### src/rtl/multibyte_alu_sequencer_pkg.sv
// Shared op codes, FSM states and helpers for the multi-byte ALU sequencer.
package multibyte_alu_sequencer_pkg;

  typedef enum logic [1:0] {
    ALU_ADD = 2'b00,
    ALU_ADC = 2'b01,
    ALU_SUB = 2'b10,
    ALU_SBC = 2'b11
  } alu_op_e;

  typedef enum logic [1:0] {
    ST_IDLE = 2'b00,
    ST_EXEC = 2'b01,
    ST_DONE = 2'b10
  } seq_state_e;

  function automatic logic is_sub(alu_op_e op);
    return (op == ALU_SUB) || (op == ALU_SBC);
  endfunction

  function automatic logic uses_carry(alu_op_e op);
    return (op == ALU_ADC) || (op == ALU_SBC);
  endfunction

endpackage

### src/rtl/n_bit_adder_subtractor.sv
// One DATA_WIDTH add/sub slice; carry_o and half_carry_o are borrows for sub ops.
module n_bit_adder_subtractor
  import multibyte_alu_sequencer_pkg::*;
#(
  parameter int DATA_WIDTH = 8
) (
  input  logic [DATA_WIDTH-1:0] a_i,
  input  logic [DATA_WIDTH-1:0] b_i,
  input  alu_op_e               op_i,
  input  logic                  carry_i,
  output logic [DATA_WIDTH-1:0] sum_o,
  output logic                  carry_o,
  output logic                  half_carry_o
);

  // Half carry is taken at the boundary of the top nibble of the slice.
  localparam int HW = DATA_WIDTH - 4;

  logic            cin;
  logic [DATA_WIDTH:0] full;
  logic [HW:0]     low;

  always_comb begin
    cin = uses_carry(op_i) ? carry_i : 1'b0;
    if (is_sub(op_i)) begin
      full = {1'b0, a_i} - {1'b0, b_i} - {{DATA_WIDTH{1'b0}}, cin};
      low  = {1'b0, a_i[HW-1:0]} - {1'b0, b_i[HW-1:0]} - {{HW{1'b0}}, cin};
    end else begin
      full = {1'b0, a_i} + {1'b0, b_i} + {{DATA_WIDTH{1'b0}}, cin};
      low  = {1'b0, a_i[HW-1:0]} + {1'b0, b_i[HW-1:0]} + {{HW{1'b0}}, cin};
    end
    sum_o        = full[DATA_WIDTH-1:0];
    carry_o      = full[DATA_WIDTH];
    half_carry_o = low[HW];
  end

endmodule

### src/rtl/multibyte_alu_sequencer.sv
// Sequences a NUM_BYTES-wide add/sub through one shared slice, LSB first.
module multibyte_alu_sequencer
  import multibyte_alu_sequencer_pkg::*;
#(
  parameter int BYTE_WIDTH = 8,
  parameter int NUM_BYTES  = 2,
  localparam int W = BYTE_WIDTH * NUM_BYTES
) (
  input  logic         i_clk,
  input  logic         i_reset,
  input  logic         i_valid,
  output logic         o_ready,
  input  logic [1:0]   i_control,
  input  logic         i_carry,
  input  logic [W-1:0] i_data_A,
  input  logic [W-1:0] i_data_B,
  output logic         o_valid,
  output logic [W-1:0] o_result,
  output logic         o_zero,
  output logic         o_subtract,
  output logic         o_half_carry,
  output logic         o_carry
);

  localparam int IDX_W = (NUM_BYTES > 1) ? $clog2(NUM_BYTES) : 1;
  localparam logic [IDX_W-1:0] LAST = IDX_W'(NUM_BYTES - 1);

  seq_state_e state_q, state_d;
  logic [IDX_W-1:0] idx_q, idx_d;
  logic [NUM_BYTES-1:0][BYTE_WIDTH-1:0] a_q, b_q, work_q, res_d;
  alu_op_e op_q;
  logic    cin_q, chain_q;
  logic [W-1:0] result_q;
  logic    zero_q, sub_q, hc_q, carry_q;

  logic    accept, last;
  alu_op_e slice_op;
  logic    slice_cin;
  logic [BYTE_WIDTH-1:0] slice_sum;
  logic    slice_carry, slice_hc;

  n_bit_adder_subtractor #(.DATA_WIDTH(BYTE_WIDTH)) u_slice (
    .a_i          (a_q[idx_q]),
    .b_i          (b_q[idx_q]),
    .op_i         (slice_op),
    .carry_i      (slice_cin),
    .sum_o        (slice_sum),
    .carry_o      (slice_carry),
    .half_carry_o (slice_hc)
  );

  always_comb begin
    state_d   = state_q;
    idx_d     = idx_q;
    accept    = 1'b0;
    last      = (idx_q == LAST);
    slice_op  = op_q;
    slice_cin = cin_q;
    // Upper slices always chain; the stored carry is already borrow-polarity for sub.
    if (idx_q != '0) begin
      slice_op  = is_sub(op_q) ? ALU_SBC : ALU_ADC;
      slice_cin = chain_q;
    end
    res_d        = work_q;
    res_d[idx_q] = slice_sum;
    case (state_q)
      ST_IDLE: if (i_valid) begin
        accept  = 1'b1;
        idx_d   = '0;
        state_d = ST_EXEC;
      end
      ST_EXEC: begin
        if (last) state_d = ST_DONE;
        else      idx_d   = idx_q + 1'b1;
      end
      ST_DONE: state_d = ST_IDLE;
      default: state_d = ST_IDLE;
    endcase
  end

  always_ff @(posedge i_clk) begin
    if (i_reset) begin
      state_q  <= ST_IDLE;
      idx_q    <= '0;
      a_q      <= '0;
      b_q      <= '0;
      work_q   <= '0;
      op_q     <= ALU_ADD;
      cin_q    <= 1'b0;
      chain_q  <= 1'b0;
      result_q <= '0;
      zero_q   <= 1'b0;
      sub_q    <= 1'b0;
      hc_q     <= 1'b0;
      carry_q  <= 1'b0;
    end else begin
      state_q <= state_d;
      idx_q   <= idx_d;
      if (accept) begin
        a_q   <= i_data_A;
        b_q   <= i_data_B;
        op_q  <= alu_op_e'(i_control);
        cin_q <= i_carry;
      end
      if (state_q == ST_EXEC) begin
        work_q  <= res_d;
        chain_q <= slice_carry;
        // Visible outputs only move on the edge into DONE.
        if (last) begin
          result_q <= res_d;
          zero_q   <= (res_d == '0);
          sub_q    <= is_sub(op_q);
          hc_q     <= slice_hc;
          carry_q  <= slice_carry;
        end
      end
    end
  end

  assign o_ready      = (state_q == ST_IDLE);
  assign o_valid      = (state_q == ST_DONE);
  assign o_result     = result_q;
  assign o_zero       = zero_q;
  assign o_subtract   = sub_q;
  assign o_half_carry = hc_q;
  assign o_carry      = carry_q;

endmodule

### config.mk
export PLATFORM = sky130hd
export DESIGN_NAME = multibyte_alu_sequencer
export DESIGN_NICKNAME = d
export VERILOG_FILES = /design/src/rtl/multibyte_alu_sequencer_pkg.sv /design/src/rtl/n_bit_adder_subtractor.sv /design/src/rtl/multibyte_alu_sequencer.sv
export SDC_FILE = /design/constraint.sdc
export NUM_CORES = 1
export LEC_CHECK = 0
export CORE_MARGIN = 8
export CORE_UTILIZATION = 50
export DETAILED_ROUTE_END_ITERATION = 7
export GPL_TIMING_DRIVEN = 1
export PLACE_DENSITY = 0.82
export SYNTH_ARGS = -nofsm -noshare
export SYNTH_HDL_FRONTEND = slang
export SYNTH_SLANG_ARGS = --single-unit
### constraint.sdc
create_clock -name i_clk -period 4.3 [get_ports i_clk]
set_input_delay 0.43 -clock i_clk [delete_from_list [all_inputs] [get_ports i_clk]]
set_output_delay 0.43 -clock i_clk [all_outputs]
set_load 0.1 [all_outputs]
==> results.sh <==
export IMPL_outcome="completed"
export IMPL_n_antenna_cell=0
export IMPL_die_height_um=100.9
export IMPL_synthXorXnorAreaFrac=0.01460
export IMPL_vias=3167
export IMPL_cts_buffers=9
export IMPL_portBuffers=59
export IMPL_ys_ff_latch=70
export IMPL_synth_cells=451
export IMPL_placed_cell_area_sq_mm=0.004233
export IMPL_setup_tns_ps=0
export IMPL_cts_root_buffer="clkbuf_8"
export IMPL_peakVddDrop_uv=230.2
export IMPL_cts_tree="built"
export IMPL_setup_worst_path_end_class="register"
export IMPL_hp_class="reg -> reg"
export IMPL_drive_above_1_share=0.07157
export IMPL_cp_start_kind="register"
export IMPL_synth_avg_cell_area_sq_um=7.982
export IMPL_hold_viol_final=0
export IMPL_ant_nets=0
export IMPL_cp_arrival_ps=3730
export IMPL_antenna_found_initial=0
export IMPL_rsz0062_at_grt="no"
export IMPL_slew_violations=0
export IMPL_syn_area_sq_mm=0.003600
export IMPL_ys_types=49
export IMPL_vias_per_cell=5.261
export IMPL_worst_pin_slew_ps=1191
export IMPL_clock_sinks=70
export IMPL_overflow=0
export IMPL_p_leak_nw=1.768
export IMPL_gr_usage_all_layers=0.1705
export IMPL_synth_fp_nets=512
export IMPL_synth_warnings=0
export IMPL_post_cts_buffers=0
export IMPL_dp_hpwl_um=6400
export IMPL_grt_use_met3=0.03591
export IMPL_nets=559
export IMPL_top_usage_layer="met2"
export IMPL_period_share=0.8115
export IMPL_synth_top_family_by_area="simple AND/OR/NAND/NOR gates"
export IMPL_drt_initial_drc_count=139
export IMPL_core_sq_mm=0.007098
export IMPL_min_period_ps=3489
export IMPL_grt_pass1_wl_um=14060
export IMPL_synth_main_ff_cell="dfxtp_1"
export IMPL_synth_compound_area_share=0.1790
export IMPL_firstDrtPassIters=4
export IMPL_async_reset_ff_frac=0
export IMPL_worstSetupPathType="reg -> reg"
export IMPL_setup_slack_ps=810.5
export IMPL_h_tree_depth=3
export IMPL_io_pin_count=60
export IMPL_grt_use_met1=0.1975
export IMPL_seq_area_frac_synth=0.3893
export IMPL_dieArea_sq_mm=0.01017
export IMPL_max_freq_mhz=286.6
export IMPL_syn2layout_area_growth_pct=24.85
export IMPL_synthAdderAreaFrac=0.08829
export IMPL_fin_area_sq_mm=0.004494
export IMPL_setup_viol=0
export IMPL_maxCapViolCount=0
export IMPL_synth_edf_count=0
export IMPL_grt_max_degree=70
export IMPL_grt_use_met2=0.2939
export IMPL_start_util=0.5071
export IMPL_clkLatencyLatePin_ps=340
export IMPL_synth_simple_area_share=0.2158
export IMPL_cts_path_max_buffers=2
export IMPL_die_x_um=100.9
export IMPL_row_count=31
export IMPL_wire_per_inst_um=13.84
export IMPL_relSlewSlack=0.2049
export IMPL_ctsHoldBuffers=0
export IMPL_grt_pass1_vias=3147
export IMPL_worst_path_max_fanout=14
export IMPL_place_ws_ps=814.8
export IMPL_utilization=0.6332
export IMPL_powerDensity_mw_per_mm2=396.0
export IMPL_globalplace_congestion=0.9085
export IMPL_crit_required_ps=4540
export IMPL_fin_skew_ps=11.06
export IMPL_clk_pin_slew_ps=80
export IMPL_drc=0
export IMPL_drt_wl_total_um=8332
export IMPL_post_cts_resized=0
export IMPL_synthMuxAreaShare=0.06396
[worst paths after layout]
path         startpoint  endpoint  slack (ps)  cells after the start
max               idx_q    o_zero         810                     10
min             b_q[12]   b_q[12]         450                      2
max reg2reg       idx_q    o_zero         810                     10
min reg2reg     b_q[12]   b_q[12]         450                      2
[Yosys cell counts (4+ instances only)]
library cell  instances  share of area
nor2b_1               6          0.010
mux2i_1              14          0.039
nor2_1               19          0.020
ha_1                 19          0.066
o2111ai_1             4         0.0097
dfxtp_1              70           0.39
nor3_1                5         0.0070
inv_1                21          0.022
xnor2_1               4         0.0097
fa_1                  4          0.022
a21oi_1              68          0.095
clkbuf_1             23          0.024
nand2_1             122           0.13
mux2_2                8          0.025
nand2b_1              6          0.010
o21a_1                4         0.0083
[per-stage QoR]
stage / total power [mW] / hold slack [ps] / std cells
global placement: 1.086 / 442.0 / 586
finish: 1.780 / 453.7 / 602
CTS: 1.784 / 455.5 / 602
floorplan: 0.9891 / 432.9 / 451
global route: 1.850 / 466.1 / 602
detailed placement: 1.095 / 445.3 / 586
[kinds of logic (layout without fill, tap and decap cells)]
group	count (synthesis)	in the layout
AOI/OAI and AO/OA	104	104
xor gates and xnor gates	6	6
adders and majority gates	23	23
buffers and inverters	47	99
DFF	70	70
muxes	22	22
and+or+nand+nor	179	179
[area by class of cell]
class	count	area (sq um)
clock buffers	10	127.6
clock inverters	6	133.9
fillers	634	2604
inverters	22	82.58
multi-input cells	334	2024
flip-flops and latches	70	1401
well taps	99	123.9
repair buffers	61	600.6
[placed cells by master (no fill, tap or decap), drive strengths merged, types with 2 or more instances in the layout]
master / count
a2111oi: 3
a211o: 2
a211oi: 3
a21o: 3
a21oi: 68
a31oi: 2
a41oi: 2
and2: 3
buf: 3
bufinv: 4
clkbuf: 10
clkdlybuf4s50: 58
clkinv: 3
dfxtp: 70
fa: 4
ha: 19
inv: 21
mux2: 8
mux2i: 14
nand2: 122
nand2b: 6
nand3: 3
nor2: 19
nor2b: 6
nor3: 6
nor4: 3
o2111ai: 4
o21a: 4
o21ai: 3
or2: 3
or4: 2
xnor2: 4
xor2: 2
[sequential cells by signal (all words and copies together), names as in the netlist, 2 cells and up]
register	count
state_q	2
b_q	16
work_q	11
o_result	16
op_q	2
a_q	16
[worst max-delay path, stage by stage (launching register included)]
cell and delay (ps):
dfxtp_1 670, buf_4 310, mux2i_1 380, fa_1 290, fa_1 220, nor3_2 50, o311a_1 370, or4_4 500
a311oi_4 310, nor4_1 110, a21o_1 190
[power by group]
group | leakage (nW) | total [mW] | internal (mW) | switching [mW]
registers | 0.571 | 0.705 | 0.680 | 0.0248
logic | 1.07 | 0.377 | 0.157 | 0.219
clock network | 0.130 | 0.698 | 0.444 | 0.254
total | 1.77 | 1.78 | 1.28 | 0.498
[routing by layer]
layer | up-vias | part of all wire
met1 | 1439 | 0.45
met2 | 90 | 0.48
li1 | 1621 | -
met4 | 0 | 0.021
met3 | 17 | 0.052
met5 | - | 0
No activity file was read; power rests on OpenSTA's default activity.
